**src/rtl/cluster_ctrl_pkg.sv**
```systemverilog
// Shared constants and types for the vector-core cluster controller:
// register offsets, per-core state enum and the hard core-count ceiling.
package cluster_ctrl_pkg;

   localparam int NumCoresMax = 8;

   localparam logic [7:0] OffStart     = 8'h00;
   localparam logic [7:0] OffHalt      = 8'h04;
   localparam logic [7:0] OffStatus    = 8'h08;
   localparam logic [7:0] OffIrqState  = 8'h0C;
   localparam logic [7:0] OffIrqEnable = 8'h10;
   // Per-core window: BOOT_ADDR at base+8n, CYCLES at base+8n+4
   localparam logic [7:0] OffCoreBase  = 8'h20;

   typedef enum logic [1:0] {
      CoreIdle    = 2'd0,
      CoreHold    = 2'd1,
      CoreRunning = 2'd2,
      CoreDone    = 2'd3
   } core_state_e;

endpackage

```
**src/rtl/tlul_pkg.sv**
```systemverilog
// Minimal TL-UL request/response types used by the register port.
// Field set covers what a single-beat 32-bit register target needs.
package tlul_pkg;

   typedef enum logic [2:0] {
      PutFullData    = 3'h0,
      PutPartialData = 3'h1,
      Get            = 3'h4
   } tl_a_op_e;

   typedef enum logic [2:0] {
      AccessAck     = 3'h0,
      AccessAckData = 3'h1
   } tl_d_op_e;

   typedef struct packed {
      logic        a_valid;
      tl_a_op_e    a_opcode;
      logic [2:0]  a_param;
      logic [1:0]  a_size;
      logic [7:0]  a_source;
      logic [31:0] a_address;
      logic [3:0]  a_mask;
      logic [31:0] a_data;
      logic        d_ready;
   } tl_h2d_t;

   typedef struct packed {
      logic        d_valid;
      tl_d_op_e    d_opcode;
      logic [2:0]  d_param;
      logic [1:0]  d_size;
      logic [7:0]  d_source;
      logic        d_sink;
      logic [31:0] d_data;
      logic        d_error;
      logic        a_ready;
   } tl_d2h_t;

endpackage

```
**src/rtl/cluster_ctrl_core_fsm.sv**
```systemverilog
// Per-core sequencer: holds the core in reset for a fixed time after START,
// then counts run cycles until the core signals completion or is halted.
module cluster_ctrl_core_fsm
   import cluster_ctrl_pkg::*;
#(
   parameter int ResetHoldCycles = 16
) (
   input  logic        clk_i,
   input  logic        rst_i,
   input  logic        start_i,
   input  logic        halt_i,
   input  logic        done_i,
   output core_state_e state_o,
   output logic        core_rst_no,
   output logic        done_evt_o,
   output logic [31:0] cycles_o
);

   localparam logic [7:0] HoldLoad = 8'(ResetHoldCycles - 1);

   core_state_e state_reg;
   logic        rst_n_reg;
   logic [7:0]  hold_cnt_reg;
   logic [31:0] cycles_reg;

   always_ff @(posedge clk_i) begin
      if (rst_i) begin
         state_reg    <= CoreIdle;
         rst_n_reg    <= 1'b0;
         hold_cnt_reg <= '0;
         cycles_reg   <= '0;
      end else if (halt_i) begin
         state_reg <= CoreIdle;
         rst_n_reg <= 1'b0;
      end else begin
         case (state_reg)
            CoreIdle, CoreDone: begin
               if (start_i) begin
                  state_reg    <= CoreHold;
                  cycles_reg   <= '0;
                  hold_cnt_reg <= HoldLoad;
               end
            end
            CoreHold: begin
               // Counter runs HoldLoad..0, giving exactly ResetHoldCycles cycles here
               if (hold_cnt_reg == '0) begin
                  state_reg <= CoreRunning;
                  rst_n_reg <= 1'b1;
               end else begin
                  hold_cnt_reg <= hold_cnt_reg - 8'd1;
               end
            end
            CoreRunning: begin
               if (cycles_reg != '1) begin
                  cycles_reg <= cycles_reg + 32'd1;
               end
               if (done_i) begin
                  state_reg <= CoreDone;
                  rst_n_reg <= 1'b0;
               end
            end
            default: begin
               state_reg <= CoreIdle;
               rst_n_reg <= 1'b0;
            end
         endcase
      end
   end

   assign state_o     = state_reg;
   assign core_rst_no = rst_n_reg;
   assign cycles_o    = cycles_reg;
   assign done_evt_o  = (state_reg == CoreRunning) && done_i && !halt_i;

endmodule

```
**src/rtl/cluster_ctrl.sv**
```systemverilog
// Cluster controller: TL-UL register target that starts, halts and monitors
// up to eight vector cores and raises a completion interrupt.
module cluster_ctrl
   import cluster_ctrl_pkg::*;
   import tlul_pkg::*;
#(
   parameter int          NumCores        = 2,
   parameter int          ResetHoldCycles = 16,
   parameter logic [31:0] BootAddrDefault = 32'h0
) (
   input  logic                     clk_i,
   input  logic                     rst_i,
   input  tl_h2d_t                  tl_i,
   output tl_d2h_t                  tl_o,
   output logic [NumCores-1:0]      core_rst_no,
   output logic [NumCores-1:0][31:0] boot_addr_o,
   input  logic [NumCores-1:0]      core_done_i,
   output logic                     irq_o
);

   localparam logic [7:0] CoreMask = 8'((16'd1 << NumCores) - 16'd1);

   // Per-core views padded to NumCoresMax so the decoder can index by a 3-bit id
   logic [31:0]            boot_pad   [NumCoresMax];
   logic [31:0]            cycles_pad [NumCoresMax];
   core_state_e            state_pad  [NumCoresMax];
   logic [NumCoresMax-1:0] running_pad;
   logic [NumCoresMax-1:0] done_pad;
   logic [NumCoresMax-1:0] done_evt_pad;

   logic [7:0] irq_state_reg;
   logic [7:0] irq_en_reg;
   logic       irq_reg;

   logic       d_valid_reg;
   tl_d_op_e   d_opcode_reg;
   logic [1:0] d_size_reg;
   logic [7:0] d_source_reg;
   logic [31:0] d_data_reg;
   logic       d_error_reg;

   logic       accept;
   logic       is_get;
   logic       is_put;
   logic [7:0] off;
   logic [7:0] core_off;
   logic [2:0] core_idx;
   logic       per_core_hit;

   logic        req_err;
   logic [31:0] req_rdata;
   logic        wr_start;
   logic        wr_halt;
   logic        wr_irq_state;
   logic        wr_irq_en;
   logic        wr_boot;

   logic [NumCores-1:0] start_vec;
   logic [NumCores-1:0] halt_vec;
   logic [7:0]          w1c_vec;

   logic unused_tl;
   assign unused_tl = ^{tl_i.a_param, tl_i.a_address[31:8]};

   assign accept   = tl_i.a_valid && !d_valid_reg;
   assign is_get   = (tl_i.a_opcode == Get);
   assign is_put   = (tl_i.a_opcode == PutFullData) || (tl_i.a_opcode == PutPartialData);
   assign off      = tl_i.a_address[7:0];
   assign core_off = off - OffCoreBase;
   assign core_idx = core_off[5:3];
   assign per_core_hit = (off >= OffCoreBase) && (core_off[7:6] == 2'b00) &&
                         (core_off[1:0] == 2'b00) && (int'(core_idx) < NumCores);

   always_comb begin
      req_err      = 1'b0;
      req_rdata    = '0;
      wr_start     = 1'b0;
      wr_halt      = 1'b0;
      wr_irq_state = 1'b0;
      wr_irq_en    = 1'b0;
      wr_boot      = 1'b0;
      if (!(is_get || is_put)) begin
         req_err = 1'b1;
      end else if (is_put && (tl_i.a_mask != 4'hF)) begin
         req_err = 1'b1;
      end else if (per_core_hit) begin
         if (!core_off[2]) begin
            if (is_get) begin
               req_rdata = boot_pad[core_idx];
            end else if ((state_pad[core_idx] == CoreHold) ||
                         (state_pad[core_idx] == CoreRunning)) begin
               req_err = 1'b1;
            end else begin
               wr_boot = 1'b1;
            end
         end else if (is_get) begin
            req_rdata = cycles_pad[core_idx];
         end else begin
            req_err = 1'b1;
         end
      end else begin
         case (off)
            OffStart:     wr_start = is_put;
            OffHalt:      wr_halt  = is_put;
            OffStatus: begin
               if (is_get) req_rdata = {16'h0, done_pad, running_pad};
               else        req_err   = 1'b1;
            end
            OffIrqState: begin
               if (is_get) req_rdata    = {24'h0, irq_state_reg};
               else        wr_irq_state = 1'b1;
            end
            OffIrqEnable: begin
               if (is_get) req_rdata = {24'h0, irq_en_reg};
               else        wr_irq_en = 1'b1;
            end
            default:      req_err = 1'b1;
         endcase
      end
   end

   assign start_vec = (accept && wr_start)     ? tl_i.a_data[NumCores-1:0] : '0;
   assign halt_vec  = (accept && wr_halt)      ? tl_i.a_data[NumCores-1:0] : '0;
   assign w1c_vec   = (accept && wr_irq_state) ? tl_i.a_data[7:0]          : '0;

   genvar gi;
   generate
      for (gi = 0; gi < NumCoresMax; gi++) begin : g_core
         if (gi < NumCores) begin : g_on
            logic [31:2] boot_addr_reg;
            logic [31:0] cycles;
            core_state_e state;

            cluster_ctrl_core_fsm #(
               .ResetHoldCycles(ResetHoldCycles)
            ) u_fsm (
               .clk_i      (clk_i),
               .rst_i      (rst_i),
               .start_i    (start_vec[gi]),
               .halt_i     (halt_vec[gi]),
               .done_i     (core_done_i[gi]),
               .state_o    (state),
               .core_rst_no(core_rst_no[gi]),
               .done_evt_o (done_evt_pad[gi]),
               .cycles_o   (cycles)
            );

            always_ff @(posedge clk_i) begin
               if (rst_i) begin
                  boot_addr_reg <= BootAddrDefault[31:2];
               end else if (accept && wr_boot && (core_idx == 3'(gi))) begin
                  boot_addr_reg <= tl_i.a_data[31:2];
               end
            end

            assign boot_addr_o[gi] = {boot_addr_reg, 2'b00};
            assign boot_pad[gi]    = {boot_addr_reg, 2'b00};
            assign cycles_pad[gi]  = cycles;
            assign state_pad[gi]   = state;
            assign running_pad[gi] = (state == CoreRunning);
            assign done_pad[gi]    = (state == CoreDone);
         end else begin : g_off
            assign boot_pad[gi]     = '0;
            assign cycles_pad[gi]   = '0;
            assign state_pad[gi]    = CoreIdle;
            assign running_pad[gi]  = 1'b0;
            assign done_pad[gi]     = 1'b0;
            assign done_evt_pad[gi] = 1'b0;
         end
      end
   endgenerate

   // A completion in the same cycle as a W1C of that bit keeps the bit set
   always_ff @(posedge clk_i) begin
      if (rst_i) begin
         irq_state_reg <= '0;
         irq_en_reg    <= '0;
         irq_reg       <= 1'b0;
      end else begin
         irq_state_reg <= ((irq_state_reg & ~w1c_vec) | done_evt_pad) & CoreMask;
         if (accept && wr_irq_en) begin
            irq_en_reg <= tl_i.a_data[7:0] & CoreMask;
         end
         irq_reg <= |(irq_state_reg & irq_en_reg);
      end
   end

   always_ff @(posedge clk_i) begin
      if (rst_i) begin
         d_valid_reg  <= 1'b0;
         d_opcode_reg <= AccessAck;
         d_size_reg   <= '0;
         d_source_reg <= '0;
         d_data_reg   <= '0;
         d_error_reg  <= 1'b0;
      end else if (accept) begin
         d_valid_reg  <= 1'b1;
         d_opcode_reg <= is_get ? AccessAckData : AccessAck;
         d_size_reg   <= tl_i.a_size;
         d_source_reg <= tl_i.a_source;
         d_data_reg   <= req_err ? 32'h0 : req_rdata;
         d_error_reg  <= req_err;
      end else if (d_valid_reg && tl_i.d_ready) begin
         d_valid_reg <= 1'b0;
      end
   end

   always_comb begin
      tl_o          = '0;
      tl_o.d_valid  = d_valid_reg;
      tl_o.d_opcode = d_opcode_reg;
      tl_o.d_size   = d_size_reg;
      tl_o.d_source = d_source_reg;
      tl_o.d_data   = d_data_reg;
      tl_o.d_error  = d_error_reg;
      tl_o.a_ready  = !d_valid_reg;
   end

   assign irq_o = irq_reg;

endmodule

```
**config.mk**
```make
export PLATFORM = sky130hd
export DESIGN_NAME = cluster_ctrl
export DESIGN_NICKNAME = d
export VERILOG_FILES = /design/src/rtl/cluster_ctrl_pkg.sv /design/src/rtl/tlul_pkg.sv /design/src/rtl/cluster_ctrl_core_fsm.sv /design/src/rtl/cluster_ctrl.sv
export SDC_FILE = /design/constraint.sdc
export NUM_CORES = 1
export LEC_CHECK = 0
export ABC_CLOCK_PERIOD_IN_PS = 5650
export CORE_ASPECT_RATIO = 1.4
export CORE_MARGIN = 4
export CORE_UTILIZATION = 30
export DETAILED_ROUTE_END_ITERATION = 8
export PLACE_DENSITY = 0.56
export SYNTH_ARGS = -nofsm -noshare
export SYNTH_HDL_FRONTEND = slang
export SYNTH_SLANG_ARGS = --single-unit
```
**constraint.sdc**
```tcl
create_clock -name clk_i -period 5.65 [get_ports clk_i]
set_clock_uncertainty 0.15 [all_clocks]
set_input_delay 0.8475 -clock clk_i [delete_from_list [all_inputs] [get_ports clk_i]]
set_output_delay 0.8475 -clock clk_i [all_outputs]
set_load 0.02 [all_outputs]
```
==> flow_summary.yaml <==
status:
  status: "complete, no violations"
flow_run:
  max_cap_viol_count: 0
global_routing:
  overflow: 0
  antenna_found_initial: 0
  grt_max_degree: 82
  track_usage_pct: 17.5
  grt_first_pass_wirelength_um: 50300
  grt_pass1_vias: 8914
drt:
  drt_pass1_iterations: 5
  drc: 0
  wl_per_cell_um: 19.0
  routed_wl_um: 32300
  ant_nets: 0
  vias: 9304
  via_per_inst: 5.47
  drt-initial-drc-count: 638
hold_path:
  min_from: "g_core[0].g_on.u_fsm.hold_cnt_reg[0]"
  worst_hold_path.endpoint: "g_core[0].g_on.u_fsm.hold_cnt_reg[0]"
  worstHoldPathType: "register to register"
  hold_path_depth: 1
clock_network:
  cts_buffer_depth: 2
  htree_levels: 4
  cts_tree: "done"
  post_cts_resized: 0
  numCtsBuffers: 17
  clock_latency_ns: 0.45
  cts_hold_buf: 0
  cts_root_buf: "clkbuf_16"
  post-cts-setup-buffers: 0
  clkSinkCount: 196
  clkSlewWorstSetupHoldPaths_ns: 0.08
critical_path:
  cp_max_fo: 16
  worstSetupPathType: "input pin to register"
  critPathBufInv: 3
  endpoint_kind: "register"
  start_kind: "input pin"
  r2r_cells: 6
  slowest_stage: "a2111oi_1"
  required_ns: 5.81
  r2r-end: "g_core[0].g_on.u_fsm.cycles_o[29]"
  path_cells: "clkdlybuf4s50_1, inv_1, ha_1, xnor2_1, nand4_1, a2111oi_1, nand2_2, buf_12, mux2i_1, nor2_1"
  cp.arrival_ns: 4.11
  cpLargestDelayFamily: "simple AND/OR/NAND/NOR gates"
  slowest_delay_ns: 0.76
  r2r_start: "g_core[0].g_on.u_fsm.state_o[1]"
  rrSetupSlack_ns: 2.38
layout:
  final_nets: 1351
  post-route-util_pct: 38.6
  seq_area_mm2: 0.00392
  mostFrequentLayoutCell: "dfxtp_1"
  largest_reg_flops: 64
  diodes: 0
  area_delta_synth_final_pct: 26.0
  mostFrequentLayoutCells: "dfxtp_1, clkdlybuf4s50_1, nor2_1"
  drive_above_1_share_pct: 9.37
  nFillCells: 3323
  multi_input_area_mm2: 0.00561
timing:
  timing.fmax_ghz: 0.253
  slew_headroom_pct: 28.4
  fin_ws_ns: 1.70
  final-setup-viol-count: 0
  rsz0062_at_grt: "no"
  setup_tns_ns: 0
  drv_slew: 0
  finalCritPeriodShare_pct: 69.9
  hold_viol: 0
  period_needed_ns: 3.95
  worstMarginPinSlew_ns: 1.07
floorplanning:
  fp.coreArea_mm2: 0.0327
  initial_core_util_pct: 30.6
  num_rows: 78
  dieArea_mm2: 0.0364
  io_pins: 209
  die_w_um: 162
  fp.dieH_um: 224
placement:
  io_buffers: 171
  gp_congestion: 0.856
  dp_hpwl_um: 22800
  pre_cts_ws_ns: 1.28
synthesis:
  syn_inst: 1117
  synth-xor-area-share_pct: 0.262
  synth_compound_area_share_pct: 19.8
  synth-edff-count: 0
  ys.flop_type: "dfxtp_1"
  synth.distinct_cells: 74
  synth_adder_area_share_pct: 1.75
  synthMuxAreaShare_pct: 13.4
  synth-seq-area-share_pct: 39.2
  syn_avg_cell_area_um2: 8.96
  yosysWarnings: 0
  syn_area_mm2: 0.0100
  yosys.area_share.simple_pct: 20.3
  synth_top_family_by_area: "simple AND/OR/NAND/NOR gates"
  async_reset_ff_share_pct: 0
  yosys_register_bits: 196
power_and_ir_drop:
  cellLeakagePower_uw: 0.00443
  p_per_area_mw_per_mm2: 287
  peakVddDrop_v: 0.000174
-- layer usage --
metal / vias to the layer above / track usage, % / wire, um
li1: 4417 / - / -
met1: 4558 / 21.0 / 13100
met2: 286 / 31.0 / 16800
met3: 43 / 3.22 / 1600
met5: - / 0 / 0
met4: 0 / 6.33 / 745
-- cells by family (layout without fill, tap and decap cells) --
family          after synthesis  in the layout
simple gates                405            405
compound gates              288            288
flops                       196            196
buf+inv                     114            248
mux                          96             96
fa+ha+maj                    14             14
xor+xnor                      3              3
other cells                   1             10
-- final cells by class --
cell class / count / share of cell area, %
Clock buffer: 19 / 3.59
Clock inverter: 13 / 1.09
Inverter: 30 / 0.893
Multi-Input combinational cell: 816 / 44.5
Sequential cell: 196 / 31.1
Tap cell: 440 / 4.37
Timing Repair Buffer: 186 / 14.5
-- synthesized netlist by cell type, types with 6 or more instances --
library cell / number / area share [%]
and2_1: 8 / 0.50
nor3_1: 22 / 1.1
buf_2: 11 / 0.55
nand3_1: 38 / 1.9
dfxtp_1: 196 / 39
and4_1: 10 / 0.87
nor2_1: 135 / 5.1
o211ai_1: 27 / 2.0
or2_2: 7 / 0.44
a31oi_1: 18 / 1.1
a41oi_1: 6 / 0.52
o41ai_1: 12 / 1.0
mux4_2: 30 / 6.8
nor2b_1: 6 / 0.38
mux2i_1: 63 / 6.3
clkbuf_1: 47 / 1.8
nand4_1: 30 / 1.9
or3_1: 6 / 0.38
a21oi_1: 70 / 3.5
nor4_1: 8 / 0.50
a22oi_1: 31 / 2.3
nand2b_1: 6 / 0.38
buf_4: 20 / 1.5
o21ai_0: 53 / 2.6
and3_1: 12 / 0.75
a311oi_1: 7 / 0.61
ha_1: 14 / 1.8
nand2_1: 91 / 3.4
o31ai_1: 14 / 1.0
inv_1: 30 / 1.1
-- report_power, final --
group	internal [uW]	leakage (uW)	switching (uW)	total (uW)
Clock	648	0.000286	603	1250
Combinational	279	0.00256	638	917
Sequential	1410	0.00158	40.7	1450
-- through the flow --
| stage | hold WS, ns | instance area [um^2] | cells | power [uW] |
|---|---|---|---|---|
| 6_report | 0.303 | 12600 | 1700 | 3620 |
| 5_1_grt | 0.330 | 12600 | 1700 | 3800 |
| 4_1_cts | 0.307 | 12600 | 1700 | 3660 |
| 3_5_place_dp | 0.296 | 12000 | 1668 | 2390 |
| 3_3_place_gp | 0.292 | 12000 | 1668 | 2390 |
| 2_1_floorplan | 0.273 | 10000 | 1126 | 2100 |
-- worst max path at each step --
stage / from / to / slack [ns] / cells after the start
finish: tl_i[42] / g_core[1].g_on.boot_addr_reg[30] / 1.70 / 10
global route: tl_i[42] / g_core[1].g_on.boot_addr_reg[29] / 1.55 / 10
CTS: tl_i[42] / g_core[1].g_on.boot_addr_reg[26] / 1.77 / 10
detailed placement: tl_i[42] / g_core[1].g_on.boot_addr_reg[26] / 1.28 / 10
global placement: tl_i[42] / g_core[1].g_on.boot_addr_reg[30] / 1.30 / 10
floorplan: tl_i[42] / g_core[0].g_on.boot_addr_reg[10] / 2.72 / 10
(Power assumes the default switching activity.)
